$ cat src/rtl/vga_pkg.sv
// Shared constants for the bouncing-block VGA generator.
//   - RGB565 colour constants used by the pixel priority mux
//   - block colour table (index = block number, lowest index drawn on top)
//   - saturating 16-bit accumulate helper for the reflection counter
package vga_pkg;

  localparam logic [15:0] BLUE    = 16'h001F;
  localparam logic [15:0] WHITE   = 16'hFFFF;
  localparam logic [15:0] BLACK   = 16'h0000;
  localparam logic [15:0] RED     = 16'hF800;
  localparam logic [15:0] GREEN   = 16'h07E0;
  localparam logic [15:0] MAGENTA = 16'hF81F;

  localparam int MAX_BLK = 4;

  localparam logic [15:0] BLK_COLOR [MAX_BLK] = '{BLACK, RED, GREEN, MAGENTA};

  // Adds up to 15 to a 16-bit count, sticking at 16'hFFFF instead of wrapping.
  function automatic logic [15:0] sat_add16(input logic [15:0] a, input logic [3:0] b);
    logic [16:0] s;
    s = {1'b0, a} + {13'd0, b};
    return s[16] ? 16'hFFFF : s[15:0];
  endfunction

endpackage

$ cat src/rtl/vga_bounce_multi_if.sv
// Pixel/control bundle between a video timing source and vga_bounce_multi.
//   pixel_xpos/pixel_ypos : current pixel coordinate (master -> slave)
//   move_pause            : freeze block motion (master -> slave)
//   speed_sel             : step per move tick minus one (master -> slave)
//   pixel_data            : registered RGB565 colour (slave -> master)
//   bounce_pulse          : one-cycle pulse after a tick with a reflection
//   bounce_cnt            : saturating reflection count
// There is no handshake: the slave accepts a coordinate every vga_clk cycle
// and presents its colour exactly one cycle later (always valid, always ready).
interface vga_bounce_multi_if;
  logic [9:0]  pixel_xpos;
  logic [9:0]  pixel_ypos;
  logic        move_pause;
  logic [1:0]  speed_sel;
  logic [15:0] pixel_data;
  logic        bounce_pulse;
  logic [15:0] bounce_cnt;

  modport master (
    output pixel_xpos, pixel_ypos, move_pause, speed_sel,
    input  pixel_data, bounce_pulse, bounce_cnt
  );

  modport slave (
    input  pixel_xpos, pixel_ypos, move_pause, speed_sel,
    output pixel_data, bounce_pulse, bounce_cnt
  );
endinterface

$ cat src/rtl/vga_bounce_block.sv
// One bouncing square: holds its top-left position and travel directions,
// and on each enabled move steps both axes, clamping to the legal range and
// reversing an axis that reaches or would pass a bound.
//   vga_clk, sys_rst_n : clock, asynchronous active-low reset
//   i_move             : apply one step this cycle
//   i_step             : step size in pixels (1..4)
//   o_bx, o_by         : registered top-left corner
//   o_refl             : reflections the pending step would cause (0..2)
module vga_bounce_block
  import vga_pkg::*;
#(
  parameter int H_DISP  = 640,
  parameter int V_DISP  = 480,
  parameter int SIDE_W  = 40,
  parameter int BLOCK_W = 40,
  parameter int IDX     = 0
) (
  input  logic       vga_clk,
  input  logic       sys_rst_n,
  input  logic       i_move,
  input  logic [2:0] i_step,
  output logic [9:0] o_bx,
  output logic [9:0] o_by,
  output logic [1:0] o_refl
);

  // 12-bit signed so a step below zero stays negative instead of wrapping.
  localparam logic signed [11:0] X_LO = 12'(SIDE_W);
  localparam logic signed [11:0] X_HI = 12'(H_DISP - SIDE_W - BLOCK_W);
  localparam logic signed [11:0] Y_LO = 12'(SIDE_W);
  localparam logic signed [11:0] Y_HI = 12'(V_DISP - SIDE_W - BLOCK_W);

  localparam logic [9:0] X_RST  = 10'(SIDE_W + 40 + 80 * IDX);
  localparam logic [9:0] Y_RST  = 10'(SIDE_W + 20 + 60 * IDX);
  localparam logic       XL_RST = (IDX % 2) != 0;

  logic [9:0] r_bx;
  logic [9:0] r_by;
  logic       r_x_left;
  logic       r_y_up;

  logic signed [11:0] w_nx;
  logic signed [11:0] w_ny;
  logic               w_x_hi;
  logic               w_x_lo;
  logic               w_y_hi;
  logic               w_y_lo;
  logic               w_flip_x;
  logic               w_flip_y;
  logic [9:0]         w_bx_nxt;
  logic [9:0]         w_by_nxt;

  always_comb begin
    w_nx = r_x_left ? $signed({2'b00, r_bx}) - $signed({9'd0, i_step})
                    : $signed({2'b00, r_bx}) + $signed({9'd0, i_step});
    w_ny = r_y_up   ? $signed({2'b00, r_by}) - $signed({9'd0, i_step})
                    : $signed({2'b00, r_by}) + $signed({9'd0, i_step});

    // Landing exactly on a bound counts as a hit, hence >= / <=.
    w_x_hi = (w_nx >= X_HI);
    w_x_lo = (w_nx <= X_LO);
    w_y_hi = (w_ny >= Y_HI);
    w_y_lo = (w_ny <= Y_LO);

    if (w_x_hi)      w_bx_nxt = X_HI[9:0];
    else if (w_x_lo) w_bx_nxt = X_LO[9:0];
    else             w_bx_nxt = w_nx[9:0];

    if (w_y_hi)      w_by_nxt = Y_HI[9:0];
    else if (w_y_lo) w_by_nxt = Y_LO[9:0];
    else             w_by_nxt = w_ny[9:0];

    w_flip_x = w_x_hi | w_x_lo;
    w_flip_y = w_y_hi | w_y_lo;
  end

  always_ff @(posedge vga_clk or negedge sys_rst_n) begin
    if (!sys_rst_n) begin
      r_bx     <= X_RST;
      r_by     <= Y_RST;
      r_x_left <= XL_RST;
      r_y_up   <= 1'b0;
    end else if (i_move) begin
      r_bx     <= w_bx_nxt;
      r_by     <= w_by_nxt;
      r_x_left <= r_x_left ^ w_flip_x;
      r_y_up   <= r_y_up ^ w_flip_y;
    end
  end

  assign o_bx   = r_bx;
  assign o_by   = r_by;
  assign o_refl = {1'b0, w_flip_x} + {1'b0, w_flip_y};

endmodule

$ cat src/rtl/vga_bounce_multi.sv
// Up to four coloured squares bouncing inside a blue border on a white field.
// A free-running divider produces a move tick every DIV_MAX cycles; on an
// unpaused tick every block steps by speed_sel+1 pixels. Reflections of each
// tick are summed into a pulse and a saturating counter. The colour of the
// requested pixel is registered, one cycle after its coordinate.
//   vga_clk   : sole clock
//   sys_rst_n : asynchronous active-low reset
//   bus       : slave side of vga_bounce_multi_if (coordinates, pause,
//               speed select in; pixel_data, bounce_pulse, bounce_cnt out)
module vga_bounce_multi
  import vga_pkg::*;
#(
  parameter int H_DISP  = 640,
  parameter int V_DISP  = 480,
  parameter int SIDE_W  = 40,
  parameter int BLOCK_W = 40,
  parameter int N_BLK   = 4,
  parameter int DIV_MAX = 250000
) (
  input  logic              vga_clk,
  input  logic              sys_rst_n,
  vga_bounce_multi_if.slave bus
);

  localparam int              DIV_W    = (DIV_MAX > 1) ? $clog2(DIV_MAX) : 1;
  localparam logic [DIV_W-1:0] DIV_LAST = DIV_W'(DIV_MAX - 1);

  localparam logic [9:0]  X_BL = 10'(SIDE_W);
  localparam logic [9:0]  X_BR = 10'(H_DISP - SIDE_W);
  localparam logic [9:0]  Y_BT = 10'(SIDE_W);
  localparam logic [9:0]  Y_BB = 10'(V_DISP - SIDE_W);
  localparam logic [10:0] BW11 = 11'(BLOCK_W);

  logic [DIV_W-1:0] r_div;
  logic             r_pulse;
  logic [15:0]      r_cnt;
  logic [15:0]      r_pix;

  logic        w_tick;
  logic        w_move;
  logic [2:0]  w_step;
  logic [3:0]  w_refl_sum;
  logic [15:0] w_pix;
  logic        w_border;

  logic [9:0]  w_bx   [N_BLK];
  logic [9:0]  w_by   [N_BLK];
  logic [1:0]  w_refl [N_BLK];

  // The divider keeps counting while paused; pause only masks the move.
  always_ff @(posedge vga_clk or negedge sys_rst_n) begin
    if (!sys_rst_n)          r_div <= '0;
    else if (r_div == DIV_LAST) r_div <= '0;
    else                     r_div <= r_div + DIV_W'(1);
  end

  assign w_tick = (r_div == DIV_LAST);
  assign w_move = w_tick & ~bus.move_pause;
  assign w_step = {1'b0, bus.speed_sel} + 3'd1;

  for (genvar g = 0; g < N_BLK; g++) begin : g_blk
    vga_bounce_block #(
      .H_DISP (H_DISP),
      .V_DISP (V_DISP),
      .SIDE_W (SIDE_W),
      .BLOCK_W(BLOCK_W),
      .IDX    (g)
    ) u_blk (
      .vga_clk  (vga_clk),
      .sys_rst_n(sys_rst_n),
      .i_move   (w_move),
      .i_step   (w_step),
      .o_bx     (w_bx[g]),
      .o_by     (w_by[g]),
      .o_refl   (w_refl[g])
    );
  end

  // A corner hit contributes 2, so the total can reach 2*N_BLK.
  always_comb begin
    w_refl_sum = 4'd0;
    for (int i = 0; i < N_BLK; i++) begin
      w_refl_sum = w_refl_sum + {2'b00, w_refl[i]};
    end
  end

  always_ff @(posedge vga_clk or negedge sys_rst_n) begin
    if (!sys_rst_n) begin
      r_pulse <= 1'b0;
      r_cnt   <= 16'd0;
    end else if (w_move) begin
      r_pulse <= (w_refl_sum != 4'd0);
      r_cnt   <= sat_add16(r_cnt, w_refl_sum);
    end else begin
      r_pulse <= 1'b0;
    end
  end

  // Walk blocks from highest index down so the lowest index overwrites last
  // and wins; the border overrides everything.
  always_comb begin
    w_border = (bus.pixel_xpos < X_BL) || (bus.pixel_xpos >= X_BR) ||
               (bus.pixel_ypos < Y_BT) || (bus.pixel_ypos >= Y_BB);
    w_pix = WHITE;
    for (int i = N_BLK - 1; i >= 0; i--) begin
      if (({1'b0, bus.pixel_xpos} >= {1'b0, w_bx[i]}) &&
          ({1'b0, bus.pixel_xpos} <  {1'b0, w_bx[i]} + BW11) &&
          ({1'b0, bus.pixel_ypos} >= {1'b0, w_by[i]}) &&
          ({1'b0, bus.pixel_ypos} <  {1'b0, w_by[i]} + BW11)) begin
        w_pix = BLK_COLOR[2'(i)];
      end
    end
    if (w_border) w_pix = BLUE;
  end

  always_ff @(posedge vga_clk or negedge sys_rst_n) begin
    if (!sys_rst_n) r_pix <= 16'h0000;
    else            r_pix <= w_pix;
  end

  assign bus.pixel_data   = r_pix;
  assign bus.bounce_pulse = r_pulse;
  assign bus.bounce_cnt   = r_cnt;

endmodule

$ cat src/flat_wrapper.sv
// flat-port wrapper written by rule: the top's interface ports become plain ports
module vga_bounce_multi_flat import vga_pkg::*;
#(
  parameter int H_DISP  = 640,
  parameter int V_DISP  = 480,
  parameter int SIDE_W  = 40,
  parameter int BLOCK_W = 40,
  parameter int N_BLK   = 4,
  parameter int DIV_MAX = 250000
)
  (vga_clk, sys_rst_n, bus_pixel_xpos, bus_pixel_ypos, bus_move_pause, bus_speed_sel, bus_pixel_data, bus_bounce_pulse, bus_bounce_cnt);
  vga_bounce_multi_if bus_i ();
  input  logic vga_clk;
  input  logic sys_rst_n;
  input wire logic [$bits(bus_i.pixel_xpos)-1:0] bus_pixel_xpos;
  input wire logic [$bits(bus_i.pixel_ypos)-1:0] bus_pixel_ypos;
  input wire logic [$bits(bus_i.move_pause)-1:0] bus_move_pause;
  input wire logic [$bits(bus_i.speed_sel)-1:0] bus_speed_sel;
  output wire logic [$bits(bus_i.pixel_data)-1:0] bus_pixel_data;
  output wire logic [$bits(bus_i.bounce_pulse)-1:0] bus_bounce_pulse;
  output wire logic [$bits(bus_i.bounce_cnt)-1:0] bus_bounce_cnt;
  assign bus_i.pixel_xpos = bus_pixel_xpos;
  assign bus_i.pixel_ypos = bus_pixel_ypos;
  assign bus_i.move_pause = bus_move_pause;
  assign bus_i.speed_sel = bus_speed_sel;
  assign bus_pixel_data = bus_i.pixel_data;
  assign bus_bounce_pulse = bus_i.bounce_pulse;
  assign bus_bounce_cnt = bus_i.bounce_cnt;
  vga_bounce_multi #(.H_DISP(H_DISP), .V_DISP(V_DISP), .SIDE_W(SIDE_W), .BLOCK_W(BLOCK_W), .N_BLK(N_BLK), .DIV_MAX(DIV_MAX)) u_core (.vga_clk(vga_clk), .sys_rst_n(sys_rst_n), .bus(bus_i));
endmodule
$ cat config.mk
export PLATFORM = sky130hd
export DESIGN_NAME = vga_bounce_multi_flat
export DESIGN_NICKNAME = d
export VERILOG_FILES = /design/src/rtl/vga_pkg.sv /design/src/rtl/vga_bounce_multi_if.sv /design/src/rtl/vga_bounce_block.sv /design/src/rtl/vga_bounce_multi.sv /design/src/flat_wrapper.sv
export SDC_FILE = /design/constraint.sdc
export NUM_CORES = 1
export LEC_CHECK = 0
export CAP_MARGIN = 10
export CELL_PAD_IN_SITES_DETAIL_PLACEMENT = 0
export CELL_PAD_IN_SITES_GLOBAL_PLACEMENT = 1
export CORE_MARGIN = 4
export CORE_UTILIZATION = 40
export CTS_CLUSTER_DIAMETER = 50
export DETAILED_ROUTE_END_ITERATION = 16
export PLACE_DENSITY_LB_ADDON = 0.1
export SETUP_SLACK_MARGIN = 0.05
export SLEW_MARGIN = 20
export SYNTH_ARGS = -nofsm -noshare
export SYNTH_HDL_FRONTEND = slang
export SYNTH_HIERARCHICAL = 1
export SYNTH_SLANG_ARGS = --single-unit
$ cat constraint.sdc
create_clock -name vga_clk -period 11 [get_ports vga_clk]
set_clock_uncertainty 0.15 [all_clocks]
set_input_delay 1.65 -clock vga_clk [delete_from_list [all_inputs] [get_ports vga_clk]]
set_output_delay 1.65 -clock vga_clk [all_outputs]
set_load 0.05 [all_outputs]
==> reports/metrics.csv <==
metric,value,unit
largest family of logic cells by synthesized area,simple AND/OR/NAND/NOR gates,
reg2reg end,u_core/bus.bounce_cnt[12],
status,finished clean,
Vias,11361,
global-route wire length before repair,57100,um
Final Instance Count excl. Fillers,2028,
Synth area leader,dfrtp_1,
average cell area after synthesis,8.45,um^2
initial DRC count,664,
GRT Residual Overflow,0,
Final Util,44.7,%
PortBufs,57,
synth warn,6,
Post-synth EDFFs,0,
Post-DP Area,0.0139,mm^2
Place WS,1.70,ns
CP startpoint kind,input pin,
CP max FO,10,
Worst Setup EP,u_core/bus.bounce_cnt[12],
CTS Hold Bufs,0,
CTS tree,built,
CTS Root Cell,clkbuf_16,
area of the die,0.0358,mm^2
nets,1751,
post-route DRC violation count,0,
fin. max-slew vios,0,
htree depth,4,
min setup slack post-route,2.20,ns
endpoints failing setup,0,
leakage power,6.30,nW
most numerous cell on the critical path,ha_1,
core area,0.0325,mm^2
Yosys top cell area share,18.7,%
Simple-Gate Fraction of Synth Area,22.0,%
diode count,0,
ranking of synthesized cells by area,"dfrtp_1 (19%), ha_1 (13%), dfstp_2 (5.6%), inv_1 (4.7%), xnor2_1 (3.9%)",
post-DP HPWL,25400,um
Area Growth Syn to Fin,10.5,%
register-to-register setup slack,4.06,ns
Overall Global Routing Usage,19.1,%
peak supply drop,0.000107,V
Placer Congestion,0.824,
layout cells sized above 1,8.01,%
Pre-antenna DRT Iters,5,
Synth Area in Compound Gates,22.0,%
ys flop type,dfrtp_1,
Post-CTS Repair Setup Buffers,0,
quantity of gates resized following cts,0,
num rows,66,
"flops & latches, synth",126,
vias in the first global route,11270,
RR Startpoint,u_core/g_blk[2].u_blk/r_x_left,
final WL,33700,um
"count leader, synth",inv_1,
Avg WL per Cell,16.6,um
Crit-path slowest cell,fa_1,
Adder-Cell Fraction of Synth Area,15.8,%
HP Start,u_core/r_div[0],
Final Hold Fails,0,
post-synthesis sequential area ratio,24.3,%
crit path time final,8.80,ns
largest net degree at the start of global routing,74,
CTS sink count,126,
Worst Setup End Kind,flop,
Critical Path Max Stage Delay,0.52,ns
Post-Place Cells,1996,
worst slew pin tran,0.826,ns
max_cap viols,0,
Cell Pwr Density,100,mW/mm^2
mux cell area share after synthesis,2.42,%
vias per cell,5.60,
max_slew headroom,44.9,%
Routed Antenna Nets,0,
initial antenna violation count,0,
post-synthesis xor/xnor area fraction,6.07,%
"FFs w/ async S/R, synth",100,%
Die Ht,189,um
RSZ-0062 raised after global routing,false,
Initial Util,40.5,%
I/O Pins,58,
Hold WC Path Type,reg2reg,
Cells after Synth,1555,
layout filler cell count,3262,
Commonest cells post-synth,"inv_1 (163), ha_1 (132), nand2_1 (118), dfrtp_1 (98), a21oi_1 (76)",
Netlist cell types,86,
Critical Path RT,11.16,ns
crit path launch,bus_speed_sel[0],
FMAX,114,MHz
WS Path Type,in2reg,
worst r2r path cells,21,
Setup TNS,0,ns
final period utilization,80.0,%
cell area after synthesis,0.0131,mm^2
final instance area,0.0145,mm^2
CTS Buffer Depth,2,
Die Wd,189,um
TritonCTS buffer count,17,
register clock-pin slew on the reported worst setup and hold paths,0.06,ns
Critical Path AT,8.96,ns
insertion delay to the later sink of the worst-skew pair,0.43,ns
Post-Syn Nets,1733,
routing by layer:
layer / track usage [%] / vias up / routed length, um
met5: 0 / - / 0
met4: 4.56 / 0 / 393
met3: 2.82 / 27 / 955
met2: 31.9 / 173 / 15700
met1: 26.2 / 5480 / 16600
li1: - / 5681 / -
cell type report:
class	count	area [um^2]	area share, %
Clock buffer	17	425	2.93
Clock inverter	15	161	1.11
Inverter	163	612	4.22
Multi-Input combinational cell	1202	8960	61.7
Sequential cell	126	3190	22.0
Tap cell	442	553	3.81
Timing Repair Buffer	63	617	4.25
worst min-delay path by stage:
stage / to / cells after the start / slack [ns]
2_1_floorplan: u_core/r_div[0] / 1 / 0.30
3_3_place_gp: u_core/r_div[0] / 1 / 0.33
3_5_place_dp: u_core/r_div[0] / 1 / 0.33
4_1_cts: u_core/r_div[0] / 1 / 0.34
5_1_grt: u_core/r_div[0] / 1 / 0.37
6_report: u_core/r_div[0] / 1 / 0.33
through the flow:
step                power, mW  hold WS (ns)
floorplan               0.785         0.298
global placement        0.889         0.328
detailed placement      0.890         0.332
CTS                      1.49         0.341
global route             1.55         0.366
finish                   1.46         0.332
flip-flops by register name (all words and copies together) (netlist names):
register                     flops
u_core/g_blk.u_blk/r_x_left      4
u_core/g_blk.u_blk/o_bx         40
u_core/bus.bounce_pulse          1
u_core/bus.pixel_data            3
u_core/g_blk.u_blk/r_y_up        4
u_core/bus.bounce_cnt           16
u_core/g_blk.u_blk/o_by         40
u_core/r_div                    18
where the power goes:
| group | switching (mW) | internal, mW |
|---|---|---|
| registers | 0.0199 | 0.476 |
| logic | 0.228 | 0.158 |
| clock network | 0.237 | 0.336 |
cell families after synthesis:
kind of cell    Yosys count
compound gates          395
xor+xnor                 91
fa+ha+maj               153
buf+inv                 227
flops                   126
mux                      30
simple gates            533
worst max-delay path, delay by kind of cell:
kind                     cells  cell delay (ns)
multiplexers                 2             0.70
AO/OA/AOI/OAI                6             1.54
adder cells (fa/ha/maj)      8             2.92
AND/OR/NAND/NOR              5             1.36
buffers and inverters        4             0.79
placed cells by master (no fill, tap or decap), types with 28 or more instances in the layout:
cell / count
a21oi_1: 76
nand2b_1: 36
nand2_1: 118
nor2b_1: 45
xnor2_1: 58
nand3_1: 55
xor2_1: 33
nor2_1: 74
inv_1: 163
dfstp_2: 28
o21ai_0: 64
nor3_1: 53
ha_1: 132
clkdlybuf4s50_1: 56
dfrtp_1: 98
Note: power is estimated with default switching activity, not from simulation.
